`config.mk`:
```
export PLATFORM = sky130hd
export DESIGN_NAME = dmp_domain_tracker
export DESIGN_NICKNAME = d
export VERILOG_FILES = /design/src/rtl/dmp_domain_tracker.sv
export SDC_FILE = /design/constraint.sdc
export NUM_CORES = 1
export LEC_CHECK = 0
export ABC_AREA = 1
export BUFFER_PORTS_ARGS = -buffer_cell sky130_fd_sc_hd__buf_2
export CAP_MARGIN = 20
export CORE_MARGIN = 10
export CORE_UTILIZATION = 55
export DETAILED_ROUTE_END_ITERATION = 8
export GPL_ROUTABILITY_DRIVEN = 0
export GPL_TIMING_DRIVEN = 0
export PLACE_DENSITY = 0.84
export SLEW_MARGIN = 20
export SYNTH_ARGS = -nofsm -noshare
export SYNTH_HDL_FRONTEND = slang
export SYNTH_SLANG_ARGS = --single-unit
```
`constraint.sdc`:
```
create_clock -name clk_i -period 2.5 [get_ports clk_i]
set_clock_uncertainty 0.1 [all_clocks]
set_input_delay 0.125 -clock clk_i [delete_from_list [all_inputs] [get_ports clk_i]]
set_output_delay 0.125 -clock clk_i [all_outputs]
set_load 0.02 [all_outputs]
```
`src/rtl/dmp_domain_tracker.sv`:
```
// -----------------------------------------------------------------------------
// dmp_domain_tracker
//
// Tracks the current JIT memory-protection domain beside commit. The block
// consumes committed chdom/retdom instructions, keeps a LIFO of return
// domains, checks every chdom against a from->to permission matrix, and
// forces a dedicated domain while a trap is being serviced.
//
// Ports:
//   clk_i             clock
//   rst_ni            synchronous active-low reset
//   flush_i           context switch: back to ResetDom, stack emptied, RUN
//   trap_i            trap entry pulse
//   trap_ret_i        trap return pulse
//   commit_valid_i    committed instruction valid
//   commit_chg_dom_i  committed instruction is a domain change
//   commit_is_ret_i   1 = retdom, 0 = chdom
//   commit_target_i   chdom target domain
//   curdom_o          current domain (registered)
//   depth_o           return-stack occupancy
//   empty_o           depth_o == 0
//   full_o            depth_o == StackDepth
//   in_trap_o         tracker is in trap mode
//   fault_o           one-cycle fault pulse
//   fault_cause_o     0 illegal, 1 overflow, 2 underflow, 3 change in trap;
//                     holds its value until the next fault
// -----------------------------------------------------------------------------
module dmp_domain_tracker #(
   parameter int NrDomains  = 4,
   parameter int StackDepth = 4,
   parameter logic [NrDomains*NrDomains-1:0] TransAllow = 16'h0842,
   parameter int ResetDom   = 0,
   parameter int TrapDom    = 0,
   localparam int DomW      = (NrDomains > 1) ? $clog2(NrDomains) : 1,
   localparam int DepW      = $clog2(StackDepth + 1)
) (
   input  logic            clk_i,
   input  logic            rst_ni,
   input  logic            flush_i,
   input  logic            trap_i,
   input  logic            trap_ret_i,
   input  logic            commit_valid_i,
   input  logic            commit_chg_dom_i,
   input  logic            commit_is_ret_i,
   input  logic [DomW-1:0] commit_target_i,
   output logic [DomW-1:0] curdom_o,
   output logic [DepW-1:0] depth_o,
   output logic            empty_o,
   output logic            full_o,
   output logic            in_trap_o,
   output logic            fault_o,
   output logic [1:0]      fault_cause_o
);

   typedef enum logic {
      RUN  = 1'b0,
      TRAP = 1'b1
   } state_t;

   localparam logic [1:0] CauseIllegal   = 2'd0;
   localparam logic [1:0] CauseOverflow  = 2'd1;
   localparam logic [1:0] CauseUnderflow = 2'd2;
   localparam logic [1:0] CauseInTrap    = 2'd3;

   state_t          state_reg,  state_next;
   logic [DomW-1:0] curdom_reg, curdom_next;
   logic [DomW-1:0] saved_reg,  saved_next;
   logic [DepW-1:0] depth_reg,  depth_next;
   logic            empty_reg,  full_reg;
   logic            fault_reg,  fault_next;
   logic [1:0]      cause_reg,  cause_next;
   logic            push;

   logic [DomW-1:0] entry_q [StackDepth];
   logic [DomW-1:0] top;
   logic            allowed;
   logic            is_full;
   logic            is_chg;

   // Return stack: one register per slot, written only on a push into the
   // slot addressed by the current depth. Slots are never cleared; the
   // depth counter alone defines what is live.
   for (genvar gi = 0; gi < StackDepth; gi++) begin : g_stack
      logic [DomW-1:0] entry_reg;
      always_ff @(posedge clk_i) begin
         if (push && depth_reg == DepW'(gi)) begin
            entry_reg <= curdom_reg;
         end
      end
      assign entry_q[gi] = entry_reg;
   end

   // Top-of-stack lookup, written as a compare loop so that no index wider
   // than the stack ever reaches the array.
   always_comb begin
      top = DomW'(ResetDom);
      for (int i = 0; i < StackDepth; i++) begin
         if (depth_reg == DepW'(i + 1)) begin
            top = entry_q[i];
         end
      end
   end

   // Permission lookup. A target code with no matching domain (only possible
   // when NrDomains is not a power of two) finds no entry and stays disallowed.
   always_comb begin
      allowed = 1'b0;
      for (int f = 0; f < NrDomains; f++) begin
         for (int t = 0; t < NrDomains; t++) begin
            if (curdom_reg == DomW'(f) && commit_target_i == DomW'(t)) begin
               allowed = TransAllow[f*NrDomains + t];
            end
         end
      end
   end

   assign is_full = (depth_reg == DepW'(StackDepth));
   assign is_chg  = commit_valid_i & commit_chg_dom_i;

   // Next-state logic. The highest-priority asserted event owns the cycle,
   // even when it is a no-op in the current state (trap_i while in TRAP,
   // trap_ret_i while in RUN); everything below it is dropped.
   always_comb begin
      state_next  = state_reg;
      curdom_next = curdom_reg;
      saved_next  = saved_reg;
      depth_next  = depth_reg;
      fault_next  = 1'b0;
      cause_next  = cause_reg;
      push        = 1'b0;

      if (flush_i) begin
         state_next  = RUN;
         curdom_next = DomW'(ResetDom);
         depth_next  = '0;
      end else if (trap_i) begin
         if (state_reg == RUN) begin
            saved_next  = curdom_reg;
            curdom_next = DomW'(TrapDom);
            state_next  = TRAP;
         end
      end else if (trap_ret_i) begin
         if (state_reg == TRAP) begin
            curdom_next = saved_reg;
            state_next  = RUN;
         end
      end else if (is_chg) begin
         if (state_reg == TRAP) begin
            fault_next = 1'b1;
            cause_next = CauseInTrap;
         end else if (commit_is_ret_i) begin
            if (depth_reg == '0) begin
               fault_next = 1'b1;
               cause_next = CauseUnderflow;
            end else begin
               curdom_next = top;
               depth_next  = depth_reg - 1'b1;
            end
         end else if (!allowed) begin
            fault_next = 1'b1;
            cause_next = CauseIllegal;
         end else if (is_full) begin
            fault_next = 1'b1;
            cause_next = CauseOverflow;
         end else begin
            push        = 1'b1;
            curdom_next = commit_target_i;
            depth_next  = depth_reg + 1'b1;
         end
      end
   end

   always_ff @(posedge clk_i) begin
      if (!rst_ni) begin
         state_reg  <= RUN;
         curdom_reg <= DomW'(ResetDom);
         saved_reg  <= DomW'(ResetDom);
         depth_reg  <= '0;
         empty_reg  <= 1'b1;
         full_reg   <= 1'b0;
         fault_reg  <= 1'b0;
         cause_reg  <= 2'd0;
      end else begin
         state_reg  <= state_next;
         curdom_reg <= curdom_next;
         saved_reg  <= saved_next;
         depth_reg  <= depth_next;
         empty_reg  <= (depth_next == '0);
         full_reg   <= (depth_next == DepW'(StackDepth));
         fault_reg  <= fault_next;
         cause_reg  <= cause_next;
      end
   end

   assign curdom_o      = curdom_reg;
   assign depth_o       = depth_reg;
   assign empty_o       = empty_reg;
   assign full_o        = full_reg;
   assign in_trap_o     = (state_reg == TRAP);
   assign fault_o       = fault_reg;
   assign fault_cause_o = cause_reg;

endmodule
```
; Word-level counts from Yosys, hierarchy flattened
; Index checks and enable logic that the tools add are counted.
[classes]
addsub = 2
eq_ne = 17
n_mux = 58
bitwise_logic = 6
n_reduce_logical = 31
[op_table]
columns = operator, n
row1 = $mux W2, 19
row2 = $mux W1, 30
row3 = $mux W3, 9
row4 = $logic_and A1 B1 Y1, 19
row5 = $reduce_and A6 Y1, 2
row6 = $eq A2 B2 Y1 const B, 4
row7 = $ne A4 B4 Y1 const B, 2
row8 = $eq A3 B2 Y1 const B, 2
row9 = $eq A3 B3 Y1 const B, 2
row10 = $logic_not A3 Y1, 2
row11 = $not A1 Y1, 5
row12 = $reduce_or A5 Y1, 1
row13 = $eq A2 B1 Y1 const B, 2
row14 = $logic_not A2 Y1, 2
row15 = $ne A2 B2 Y1 const B, 2
row16 = $ne A4 B3 Y1 const B, 1
row17 = $reduce_bool A4 Y1, 1
row18 = $add A3 B1 Y3 const B, 1
row19 = $eq A3 B1 Y1 const B, 1
row20 = $ne A3 B1 Y1 const B, 1
row21 = $reduce_bool A3 Y1, 1
row22 = $sub A3 B1 Y3 const B, 1
row23 = $reduce_and A2 Y1, 1
row24 = $reduce_bool A2 Y1, 1
row25 = other kinds (2), 2
[totals]
regBits = 21
input_bits = 10
output_inout_bits = 11
word_cells = 126

; Logic depth before layout (Yosys ltp)
[depth]
depth_word = 25
ltp_mapped = 14
ltp_nobuf = 13

; Least setup slack after synthesis
; No wires, ideal clock.
[synth_path]
path_kind = register to register
from = register depth_reg[0] (netlist: depth_o[0])
to = register curdom_reg[0] (netlist: curdom_o[0])
setup_ns = 0.114
arrival_time_ns = 1.624
path_slack_ns = 0.662
stages_incl_launch_ff = 13
n_path_buf = 0
path_cell_list = dfxtp_1 -> inv_1 -> ha_1 -> inv_1 -> nor2_1 -> inv_1 -> nor2_1 -> o21ai_0 -> nand4_1 -> nand2_1 -> nand2_1 -> nor2_1 -> nor2_1
[synth_between]
elab_chain_cells = 11
word_cells_on_any_way = 18
cone_classes = 6 x eq/ne / 10 x mux / 2 x reduce/logical
[synth_lines]
columns = element, line
row1 = from (decl), 68  ; logic [DepW-1:0] depth_reg, depth_next;
row2 = from (signal assigned), 187  ; depth_reg <= depth_next;
row3 = $eq A3 B1 Y1, 98  ; if (depth_reg == DepW'(i + 1)) begin
row4 = $mux W2 (4 in a row), 98
row5 = $mux W2, 152  ; if (depth_reg == '0) begin
row6 = $mux W2, 151  ; end else if (commit_is_ret_i) begin
row7 = $mux W2, 148  ; if (state_reg == TRAP) begin
row8 = $mux W2, 147  ; end else if (is_chg) begin
row9 = $mux W2, 142  ; end else if (trap_ret_i) begin
row10 = $mux W2, 136  ; end else if (trap_i) begin
row11 = to (signal assigned), 176  ; curdom_reg <= DomW'(ResetDom);
row12 = to (signal assigned), 185  ; curdom_reg <= curdom_next;
row13 = to (decl), 66  ; logic [DomW-1:0] curdom_reg, curdom_next;
; Several ways; a longest one is shown, not always the timed one. The select of a mux whose other input is x is not followed.
; A chain may end at the register's enable or synchronous reset.

; Worst setup path in the final report
[layout_path]
from = register depth_reg[0] (netlist: depth_o[0])
to = register g_stack[3].entry_reg[1] (enable)
[layout_between]
elab_chain_cells = 10
word_cells_on_any_way = 11
cone_classes = 2 x eq/ne / 8 x mux / 1 x reduce/logical
[layout_lines]
columns = element, line
row1 = $eq A3 B3 Y1, 117  ; assign is_full = (depth_reg == DepW'(StackDepth));
row2 = $mux W1, 162  ; end else if (is_full) begin
row3 = $mux W1, 159  ; end else if (!allowed) begin
row4 = $mux W1, 151
row5 = $mux W1, 148
row6 = $mux W1, 147
row7 = $mux W1, 142
row8 = $mux W1, 136
row9 = $mux W1, 132  ; if (flush_i) begin
row10 = $logic_and A1 B1 Y1 (*), 86  ; if (push && depth_reg == DepW'(gi)) begin
row11 = to (signal assigned), 87  ; entry_reg <= curdom_reg;
row12 = to (decl), 84  ; logic [DomW-1:0] entry_reg;
; Every way passes the cells marked *; elsewhere a longest branch is shown, timed or not.

==> flow_summary.yaml <==
sta:
  whs_ns: 0.0607
  maxSlewHeadroom: 0.680
  max_freq_mhz: 505
  min_period_ns: 1.98
  setup_viol: 0
  fin_crit_sh: 0.792
  slew_violations: 0
  hold_viol_final: 0
  rsz0062_at_grt: "no"
  tightest_slew_ns: 0.476
  setup_tns_ns: 0
routing:
  ant_nets: 0
  drt_iter0_markers: 57
  vias: 1190
  wl_per_cell_um: 12.3
  dr.pass1.iters: 4
  routed_via_density: 5.20
  remaining_drc_errors: 0
  totalWireLength_um: 2810
setup_path:
  cp_num_buf_inv: 2
  cp_common_cell: "inv_1"
  timing.rr.start: "depth_o[0]$_SDFF_PN0_"
  worstPathRequired_ns: 2.42
  critical_path_class: "flip-flop to flip-flop"
  reg2reg_depth: 7
  worstReg2RegEnd: "g_stack[3].entry_reg[1]$_DFFE_PP_"
  r2r_setup_slack_ns: 0.52
  worstPathCellList: "inv_1, ha_1, nand2_1, nand4_2, inv_1, nand3_1, nor2_1"
  critPathSlowestCell: "dfxtp_1"
  crit_fanout: 5
  crit_family: "simple AND/OR/NAND/NOR gates"
  critPathMaxStageDelay_ns: 0.44
  arrival_ns: 1.90
  cp-end-kind: "flip-flop"
  startpoint_type: "flip-flop"
layout:
  fillers: 196
  design_area_sq_um: 1430
  area_growth_syn_to_layout_pct: 13.8
  n_antenna_cell: 0
  largest_reg_flops: 8
  drive_gt1_frac: 0.174
  final_nets: 218
synth:
  syn_area_sq_um: 1250
  synth_fa_ha_area_frac: 0.0599
  synth_compound_area_frac: 0.104
  synth_largest_area_cell: "dfxtp_1"
  ys_top_cells_by_area: "dfxtp_1 (21%), edfxtp_1 (19%), nand2_1 (13%), nor2_1 (8.7%), inv_1 (7.5%)"
  yosysTopAreaCellShare: 0.208
  ys_seq_elements: 21
  synth_simple_gate_area_frac: 0.351
  synth_cell_types: 23
  syn-num-nets: 192
  ys_warn_count: 0
  synth_top_family_by_area: "simple AND/OR/NAND/NOR gates"
  seq_area_frac_synth: 0.399
  syn_area_per_cell_sq_um: 7.12
  synth_cells: 176
  synth.area.mux_share: 0
  synth_xor_area_frac: 0
clock_network:
  path_clk_slew_ns: 0.11
  htree_levels: 1
  cts_made_buffers: 3
  clock_path_buffers: 2
  root_buffer: "clkbuf_4"
  cts_resized: 0
  cts_num_sinks: 21
  clk_latency_ns: 0.31
  cts_tree: "built"
flow_run:
  drv_cap: 0
global_routing:
  track_usage: 0.129
  grt_max_degree: 13
  grt_pass1_wl_um: 4730
  antenna_found_initial: 0
  grt_pass1_vias: 1163
  grt_overflow: 0
worst_hold_path:
  whs_endpoint: "depth_o[0]$_SDFF_PN0_"
  hp-class: "primary input to flip-flop"
  hold_path_depth: 4
  min_from: "flush_i"
floorplanning:
  num_rows: 17
  start_util: 0.572
  fp.dieH_um: 67.7
  die_w_um: 67.7
  io-pin-count: 21
  core_sq_um: 2190
  die_area_sq_um: 4590
power_and_ir_drop:
  leakage_nw: 0.709
  power.total_mw: 0.609
  switching_share: 0.265
  clockPowerShare: 0.263
  comb_power_share: 0.143
  p_int_mw: 0.448
  irDropWorstVdd_uv: 360
  switching_power_mw: 0.162
  power.density_nw_per_um2: 427
  p_seq_frac: 0.593
outcome:
  status: "complete, no violations"
placement:
  io_buffers: 20
  hpwl_um: 2250
  dpl_cell_area_sq_um: 1390
==> stage by stage <==
stage               cells  worst slack [ns]  utilization
detailed placement    224             0.550        0.634
global placement      224             0.614        0.634
global route          229             0.344        0.651
CTS                   229             0.541        0.651
finish                229             0.519        0.651
floorplan             176             0.662            -
==> worst register-to-register path, delay by kind of cell, from the launching register on <==
family | cells | cell delay (ns)
simple gates | 4 | 0.70
fa+ha+maj | 1 | 0.25
flops | 1 | 0.44
buf+inv | 2 | 0.21
==> synthesized netlist by cell type (all sizes together) <==
cell type	number
a211oi	1
a21oi	4
buf	2
dfxtp	13
edfxtp	8
ha	6
inv	26
nand2	47
nand3	13
nand4	7
nor2	31
nor3	2
o211ai	4
o21ai	11
o22ai	1
==> placed cells by master (no fill, tap or decap) <==
cell type / instances
buf_2: 22
a211oi_1: 1
inv_1: 25
nand2_1: 44
ha_1: 6
a21oi_1: 4
o21ai_1: 2
edfxtp_1: 8
nand3_1: 12
nand2_2: 3
nand4_1: 6
nor2_4: 1
clkinv_2: 1
inv_2: 1
o211ai_1: 4
nand3_2: 1
o21ai_4: 1
nor2_1: 29
nand4_2: 1
nor3_1: 2
clkbuf_4: 3
o22ai_1: 1
o21ai_0: 8
dlygate4sd3_1: 1
dfxtp_1: 13
nor2_2: 1
==> worst max path at each step <==
stage / start / endpoint / slack, ns / cells past startpoint
global placement: depth_o[2]$_SDFF_PN0_ / full_o$_SDFF_PN0_ / 0.61 / 14
floorplan: depth_o[0]$_SDFF_PN0_ / curdom_o[0]$_SDFFE_PP0P_ / 0.66 / 12
global route: depth_o[2]$_SDFF_PN0_ / full_o$_SDFF_PN0_ / 0.34 / 14
finish: depth_o[0]$_SDFF_PN0_ / g_stack[3].entry_reg[1]$_DFFE_PP_ / 0.52 / 7
detailed placement: depth_o[0]$_SDFF_PN0_ / g_stack[3].entry_reg[0]$_DFFE_PP_ / 0.55 / 7
CTS: depth_o[0]$_SDFF_PN0_ / g_stack[3].entry_reg[1]$_DFFE_PP_ / 0.54 / 7
==> cell type report <==
| cell class | instances | area [sq um] | area share |
|---|---|---|---|
| Buffer | 2 | 10.0 | 0.00702 |
| Clock inverter | 1 | 5.00 | 0.00351 |
| Tap cell | 28 | 35.0 | 0.0246 |
| Timing Repair Buffer | 21 | 110 | 0.0772 |
| Multi-Input combinational cell | 127 | 646 | 0.453 |
| Inverter | 26 | 97.6 | 0.0684 |
| Sequential cell | 21 | 500 | 0.351 |
| Clock buffer | 3 | 22.5 | 0.0158 |
==> layer usage <==
metal  wire length, um  vias up  global-route usage
li1                  -      626                   -
met1              1230      513               0.143
met2              1300       44               0.228
met3               228        7              0.0248
met4                52        0              0.0667
met5                 0        -                   0
==> power groups by stage <==
stage	Sequential, mW	Combinational, mW	Clock [mW]
after floorplan	0.372	0.0555	0
after global placement	0.369	0.0824	0
after detailed placement	0.369	0.0852	0
after CTS	0.361	0.0869	0.164
after global routing	0.362	0.0985	0.180
final	0.361	0.0873	0.160
==> repair_timing <==
| action | CTS | global route |
|---|---|---|
| setup buffers | 0 | 0 |
| setup endpoints to repair | 0 | 0 |
| hold buffers | 1 | 0 |
| hold endpoints to repair | 1 | 0 |
==> cells by family (layout without fill, tap and decap cells) <==
group	count (synthesis)	count (layout)
flops	21	21
buf+inv	28	53
simple gates	100	100
fa+ha+maj	6	6
compound gates	21	21
Note: power is estimated with default switching activity, not from simulation.
